**src/rtl/mux_rr_arbiter.sv**
```systemverilog
// mux_rr_arbiter: four-way round-robin arbiter driving a 4:1 single-bit mux.
// The owner keeps the path for at most MAX_BURST consecutive cycles while
// anyone else is waiting; ownership then rotates by a priority pointer that
// always points one past the most recent new grant.
module mux_rr_arbiter #(
  parameter int MAX_BURST = 4
) (
  input  logic       clk,
  input  logic       rst,
  input  logic [3:0] req,
  input  logic [3:0] in,
  output logic [3:0] grant,
  output logic [1:0] sel,
  output logic       valid,
  output logic       out
);

  typedef enum logic {
    IDLE,
    BUSY
  } state_t;

  // Burst count value at which the owner must give way to waiting requesters.
  localparam logic [3:0] BURST_LAST = 4'(MAX_BURST - 1);

  state_t     state;
  logic [1:0] ptr;
  logic [3:0] burst_cnt;

  logic [3:0] cand;
  logic       pick_found;
  logic [1:0] pick_idx;
  logic       owner_stays;
  logic       take_new;

  // First set bit of mask scanning upward from start, wrapping 3->0.
  // Returns {found, index}; the downward loop lets the closest hit win last.
  function automatic logic [2:0] rr_pick(input logic [3:0] mask,
                                         input logic [1:0] start);
    logic [1:0] idx;
    rr_pick = 3'b000;
    for (int i = 3; i >= 0; i--) begin
      idx = start + 2'(i);
      if (mask[idx]) rr_pick = {1'b1, idx};
    end
  endfunction

  // Choose the next owner candidate and decide whether a new grant is taken.
  always_comb begin
    // NOTE: every signal written here gets a default first so no latch is inferred.
    cand        = req;
    owner_stays = 1'b0;
    take_new    = 1'b0;
    if (state == BUSY) begin
      // The current owner is never a rotation candidate for itself.
      cand        = req & ~grant;
      owner_stays = req[sel] && (burst_cnt < BURST_LAST);
    end
    {pick_found, pick_idx} = rr_pick(cand, ptr);
    take_new = pick_found && !owner_stays;
  end

  // Arbitration state: owner, pointer and burst count, all registered.
  always_ff @(posedge clk or posedge rst) begin
    // NOTE: asynchronous reset clears every register at once, independent of clk.
    if (rst) begin
      state     <= IDLE;
      grant     <= 4'b0000;
      sel       <= 2'd0;
      valid     <= 1'b0;
      ptr       <= 2'd0;
      burst_cnt <= 4'd0;
    end else if (take_new) begin
      // NOTE: non-blocking assignments keep all state updates on the same edge.
      state     <= BUSY;
      grant     <= 4'b0001 << pick_idx;
      sel       <= pick_idx;
      valid     <= 1'b1;
      ptr       <= pick_idx + 2'd1;
      burst_cnt <= 4'd0;
    end else if (state == BUSY) begin
      if (owner_stays) begin
        burst_cnt <= burst_cnt + 4'd1;
      end else if (req[sel]) begin
        // Burst limit reached with nobody waiting: keep owner, restart burst.
        burst_cnt <= 4'd0;
      end else begin
        state     <= IDLE;
        grant     <= 4'b0000;
        sel       <= 2'd0;
        valid     <= 1'b0;
        burst_cnt <= 4'd0;
      end
    end
  end

  // Route the owner's data bit; forced low while nobody owns the path.
  assign out = valid & in[sel];

endmodule

```
**config.mk**
```make
export PLATFORM = sky130hd
export DESIGN_NAME = mux_rr_arbiter
export DESIGN_NICKNAME = d
export VERILOG_FILES = /design/src/rtl/mux_rr_arbiter.sv
export SDC_FILE = /design/constraint.sdc
export NUM_CORES = 1
export LEC_CHECK = 0
export CAP_MARGIN = 20
export CORE_ASPECT_RATIO = 1.1
export CORE_MARGIN = 4
export CORE_UTILIZATION = 48
export CTS_BUF_LIST = sky130_fd_sc_hd__clkbuf_8
export DETAILED_ROUTE_END_ITERATION = 10
export PLACE_DENSITY_LB_ADDON = 0.3
export SLEW_MARGIN = 30
export SYNTH_ARGS = -nofsm -noshare
export SYNTH_HDL_FRONTEND = slang
export SYNTH_SLANG_ARGS = --single-unit
```
**constraint.sdc**
```tcl
create_clock -name clk -period 2.1 [get_ports clk]
set_clock_uncertainty 0.15 [all_clocks]
set_input_delay 0.21 -clock clk [delete_from_list [all_inputs] [get_ports clk]]
set_output_delay 0.21 -clock clk [all_outputs]
set_load 0.01 [all_outputs]
```
---- Word-level counts from Yosys, hierarchy flattened ----
Index checks and enable logic that the tools add are counted.
storage, ports and cells
  register bits after elaboration ......... 14
  latch bits .............................. 0
  RAM bits ................................ 0
  memory bits (read-only) ................. 0
  bits of input ports ..................... 10
  output and inout bits ................... 8
  logic and storage cells ................. 65
  memories ................................ 0
cells by class
  add/subtract/negate cells ............... 5
  multiply operators ...................... 0
  divide/modulo/power cells ............... 0
  $lt $le $gt $ge ......................... 6
  equal/unequal tests ..................... 2
  shift operators ......................... 1
  multiplexer cells ....................... 37
  bitwise gates (word level) .............. 3
  reduce and logical (&&, ||, !) cells .... 5
operators with widths
  cell                   number
  $mux W4                8
  $lt A2 B3 Y1 const B   5
  $mux W1                15
  $bmux W1 S2            6
  $mux W3                4
  $mux W2                4
  $add A2 B1 Y2 const B  2
  $add A2 B2 Y2 const B  2
  $add A4 B1 Y4 const B  1
  $and A4 B4 Y4          1
  $lt A4 B2 Y1 const B   1
  $not A4 Y4             1
  $shl A1 B2 Y4 const A  1
  $reduce_and A3 Y1      1
  $logic_and A1 B1 Y1    2
  $ne A2 B1 Y1 const B   1
  $ne A2 B2 Y1 const B   1
  $reduce_bool A2 Y1     1
  $and A1 B1 Y1          1
  $logic_not A1 Y1       1

---- Logic depth before layout (Yosys ltp) ----
  depth after elaboration ................. 12
  depth in mapped cells ................... 10
  depth with buffers taken out ............ 8

---- Least setup slack after synthesis ----
Ideal clock, no wire load.
  path kind ............................... register to register
  start point ............................. register ptr[0]
  end point ............................... register ptr[1]
  arrival ................................. 1.957 ns
  required time ........................... 1.822 ns
  slack ................................... -0.135 ns
  cell stages (with the launch flop) ...... 9
  path buffers ............................ 1
  cell sequence ........................... dfrtp_1 > buf_6 > mux2_2 > a21oi_2 > a21oi_1 > o21ai_1 > inv_1 > ha_1 > mux2_1
on the way
  longest elaborated chain between the ends .. 8
  elaborated cells between the ends (all ways) .. 17
  those cells by class .................... 4 x add/sub; 12 x mux; 1 x reduce/logical
ends and longest elaborated chain
  element                                                      line    text
  start: declaration                                           27      logic [1:0] ptr;
  start signal: assignment                                     79      ptr <= pick_idx + 2'd1;
  $add A2 B2 Y2                                                43      idx = start + 2'(i);
  $bmux W1 S2                                                  44      if (mask[idx]) rr_pick = {1'b1, idx};
  $mux W1 (not written as such)                                44
  $mux W3 (3 in a row)                                         44
  $mux W3 *                                                    44
  $add A2 B1 Y2 / $logic_and A1 B1 Y1 (equally long branches)  79, 60
Mark *: on every way between the ends. The rest lies on a longest branch, timed or not. The select of a mux whose other input is x is not followed.
A chain may end at the register's enable or synchronous reset.

---- Final worst setup path ----
Ends and elaborated chain as after synthesis.

==> results.txt <==
- The area growth from synthesis to layout is 47.25%.
- Largest delay contributor family on the critical path: compound AO/OA/AOI/OAI gates
- The first global-routing pass estimated 4567 um of wire.
- Clock latency on the worst-skew pair, taken at its later pin, is 0.25 ns.
- Setup crit end kind: register
- Status: finished with violations
- The Yosys step of the flow raised 0 warnings.
- Area fraction of the dominant cell type after synthesis: 35.85%
- Synthesis inferred 14 register bits.
* Filler cell count in the final layout: 132
- The largest individual stage delay along the critical path comes from the cell dfrtp_2.
- The repair_antennas step left the layout with diodes totalling 0.
- Number of non-filler instances in the completed layout: 161
- Final routed wire length divided by cell count: 16.71 um
- Max-cap violations in this run came to 0.
- Power Total: 2.162 mW
- After layout, the worst path uses 104.8% of the clock period.
- CTS max path bufs: 2
* Pin slew with the least headroom to its limit: 0.5425 ns
- Drt total wl: 2690 um
- Ranking of synthesized cells by area: dfrtp_1, ha_1, mux4_2
- The initial utilization of the core area, before any placement, comes to 52.49%.
- The internal portion of the total power is 1.271 mW.
* Antenna violations before repair: 0
- DRC violation count after routing: 0
- In this run switching power makes up 41.23% of total power.
- Once routing completed, OpenROAD measured the worst setup slack at -0.1010 ns.
* Vias per inst: 5.559
- Of all nets on the critical path, the largest fanout is 6.
- Leakage Power: 0.6541 nW
* Post-synthesis average cell area: 10.18 um2
- Min cycle time layout: 2.201 ns
- Power per standard cell area: 1503 nW/um2
- Detailed placement finished with a half-perimeter wire length of 1972 um.
- For the worst flop-to-flop path, the logic depth is 7.
* Stage delay of the slowest cell on the critical path: 0.45 ns
* Pin count of the biggest net entering global routing: 15
* Crit path required time: 2.08 ns
* Final net count: 150
* Horiz. Die Dim: 51.02 um
- Cell type contributing the most total cell area after synthesis: dfrtp_1
- Worst setup path start: ptr[0]$_DFFE_PP0N_
* Count of placed standard cells including taps: 156
* Routability congestion estimate from global placement: 0.8958
* Startpoint kind of the worst setup timing path: register
* Congestion Overflow GR: 0
- In this run the number of cells on the critical path is 7.
- The tightest min-delay check is of the in2async type.
* Worst Path Buf+Inv: 1
- In this run the count of I/O pins placed on the die edge is 18.
- Seq. cell area: 352.8 um2
- Max-slew violations: 0
- Sequence of cells on the critical path: buf_12 -> mux2i_4 -> nor2_2 -> o41ai_2 -> o211ai_2 -> ha_1 -> mux2_4
- TritonCTS Buffers: 3
* Capture point of the worst path: ptr[1]$_DFFE_PP0N_
- Critical path data arrival time: 2.18 ns
- For this design the total switching power over the nets is 891.5 uW.
* Hold WS: 0.1584 ns
- The detailed router finished its first iteration with 25 violations.
- Violations in the final reports: setup timing
- The number of global-route vias before repair came to 939.
- Setup repair after global routing missed its margin: yes
- Synthesis produced a netlist with a net count of 111.
- Layout cell share with drive strength beyond 1: 37.31%
* Overall fraction of global-route tracks in use: 21.20%
- Portion of the post-synthesis area used by sequential elements: 35.85%
* Summed instance area of the synthesized netlist: 977.2 um2
- Per report_power, the sequential group accounts for 22.6% of the total.
- Worst-case setup slack after placement: -0.1909 ns
* Clock Sink Count: 14
* Worst relative slew slack: 63.79%
- R2R Path Start: ptr[0]$_DFFE_PP0N_
- Gate count of the mapped netlist: 96
- Summing over every cut layer, the via total after detailed routing is 895.
- Count of cell types in the netlist: 39
- The number of hold violations in the final report came to 0.
* Die Footprint: 2822 um2
- For this run, the top clock speed supported by timing is 454.3 MHz.
- Setup violations remaining at the end of the flow were counted as 4.
- Area of the core: 1862 um2
- Input and output buffers added on the ports amount to 17.
- Clock-pin slew reported for the worst setup and hold paths after clock tree synthesis: 0.06 ns
- Combinational fraction of design power: 65.0%
- Worst voltage drop across the vdd grid: 0.001044 V
* Number of levels the H-tree was split into: 1
- Root buffer selected by CTS: clkbuf_8
- The worst register-to-register path has a setup slack of -0.10 ns.
* Post-DRT Antenna Nets: 0
- The share of total power dissipated in the clock network is 12.3%.
- First-pass detailed-route iteration total: 4
* Die Y: 55.32 um
- The endpoint identified for the worst register-to-register timing path is ptr[1]$_DFFE_PP0N_.
- TritonCTS clock tree: built
- CP Class: reg2reg
- Std cell rows: 16
- Total area of multi-input combinational cells: 616.8 um2
-- placed cells by master (no fill, tap or decap), types with 2 or more instances in the layout --
cell             count
buf_4               19
dfrtp_1             12
o21ai_2              4
mux4_2               2
clkdlybuf4s50_1     16
nand2b_1             4
mux2_4               3
ha_1                 5
nand3_1              7
and2_1               3
mux2i_1              2
o21ai_1              4
o221ai_2             2
a21oi_2              2
dfrtp_2              2
clkbuf_8             4
nand2_1              5
inv_1                9
-- per-layer routing --
metal / global-route usage (%) / vias to the layer above / routed length [um]
met3: 2.419 / 5 / 84
met1: 27.04 / 445 / 1128
li1: - / 428 / -
met2: 36.28 / 17 / 1441
met5: 0 / - / 0
met4: 7.308 / 0 / 36
-- synthesized netlist by cell type --
| cell | instances |
|---|---|
| buf_6 | 3 |
| a21boi_0 | 1 |
| o21ai_2 | 1 |
| nor2_1 | 2 |
| o31ai_4 | 1 |
| a21oi_2 | 2 |
| mux2i_1 | 4 |
| inv_2 | 1 |
| mux2_2 | 1 |
| buf_2 | 1 |
| a211oi_1 | 1 |
| nand2_1 | 5 |
| a2111o_1 | 1 |
| nor4_1 | 1 |
| dfrtp_1 | 14 |
| a22o_1 | 1 |
| mux2_4 | 1 |
| a21o_1 | 1 |
| o211ai_1 | 1 |
| and2_1 | 3 |
| o221ai_1 | 2 |
| and3_1 | 1 |
| mux4_2 | 2 |
| o41ai_2 | 1 |
| nand3_1 | 7 |
| o21a_1 | 1 |
| nor3_1 | 1 |
| nand4_1 | 1 |
| o211ai_2 | 1 |
| o21ai_0 | 1 |
| o211a_1 | 1 |
| mux2_1 | 2 |
| a31oi_1 | 1 |
| o21bai_1 | 1 |
| a21oi_1 | 2 |
| inv_1 | 9 |
| nand2b_1 | 4 |
| ha_1 | 5 |
| o21ai_1 | 7 |
-- how the worst min path moves through the flow --
| stage | end | startpoint | cells past startpoint |
|---|---|---|---|
| global route | valid$_DFFE_PP0P_ | rst | 2 |
| CTS | valid$_DFFE_PP0P_ | rst | 2 |
| floorplan | burst_cnt[0]$_DFFE_PP0P_ | rst | 1 |
| detailed placement | burst_cnt[2]$_DFFE_PP0P_ | burst_cnt[2]$_DFFE_PP0P_ | 1 |
| finish | valid$_DFFE_PP0P_ | rst | 2 |
| global placement | burst_cnt[2]$_DFFE_PP0P_ | burst_cnt[2]$_DFFE_PP0P_ | 1 |
-- registers in the layout, summed over array words and instances, names as in the netlist --
register / cells
burst_cnt: 4
grant: 4
ptr: 2
sel: 2
state: 1
valid: 1
-- repair_timing --
action,CTS,global route
resized for setup,7,8
hold buffers,0,0
endpoints found under the setup margin,7,8
setup buffers,1,0
pin swaps,2,5
-- cell type report --
cell class / count / share of cell area (%)
inverter: 10 / 2.609
clock buffer: 4 / 3.826
multi-input combinational: 68 / 42.87
sequential: 14 / 24.52
timing repair buffer: 38 / 23.83
tap: 27 / 2.348
-- per-stage QoR --
stage,area (um2),setup TNS [ns],util [%]
6_report,1439,-0.2709,77.28
5_1_grt,1439,-0.5657,77.28
4_1_cts,1401,-0.1862,75.27
3_5_place_dp,1324,-1.538,71.10
3_3_place_gp,1324,-0.9676,71.10
2_1_floorplan,996.0,-0.06843,-
-- kinds of logic after synthesis --
kind of cell / synth area share (%)
muxes: 13.70
buffers and inverters: 7.809
DFF: 35.85
and+or+nand+nor: 13.19
adders and majority gates: 6.402
AOI/OAI and AO/OA: 23.05
-- worst register-to-register path: cells and delay by family, from the launching register on --
family | cells | cell delay, ns
AO/OA/AOI/OAI | 2 | 0.50
multiplexers | 2 | 0.49
flip-flops | 1 | 0.45
adder cells (fa/ha/maj) | 1 | 0.29
buffers and inverters | 1 | 0.15
AND/OR/NAND/NOR | 1 | 0.05
-- power groups by stage --
stage          Clock, mW  Sequential, mW  Combinational, mW
6_report           0.267           0.489               1.41
4_1_cts            0.268           0.476               1.33
3_5_place_dp           0           0.484               1.28
2_1_floorplan          0           0.457              0.813
5_1_grt            0.285           0.500               1.52
3_3_place_gp           0           0.473               1.24
Power figures use the tool's default switching activity.
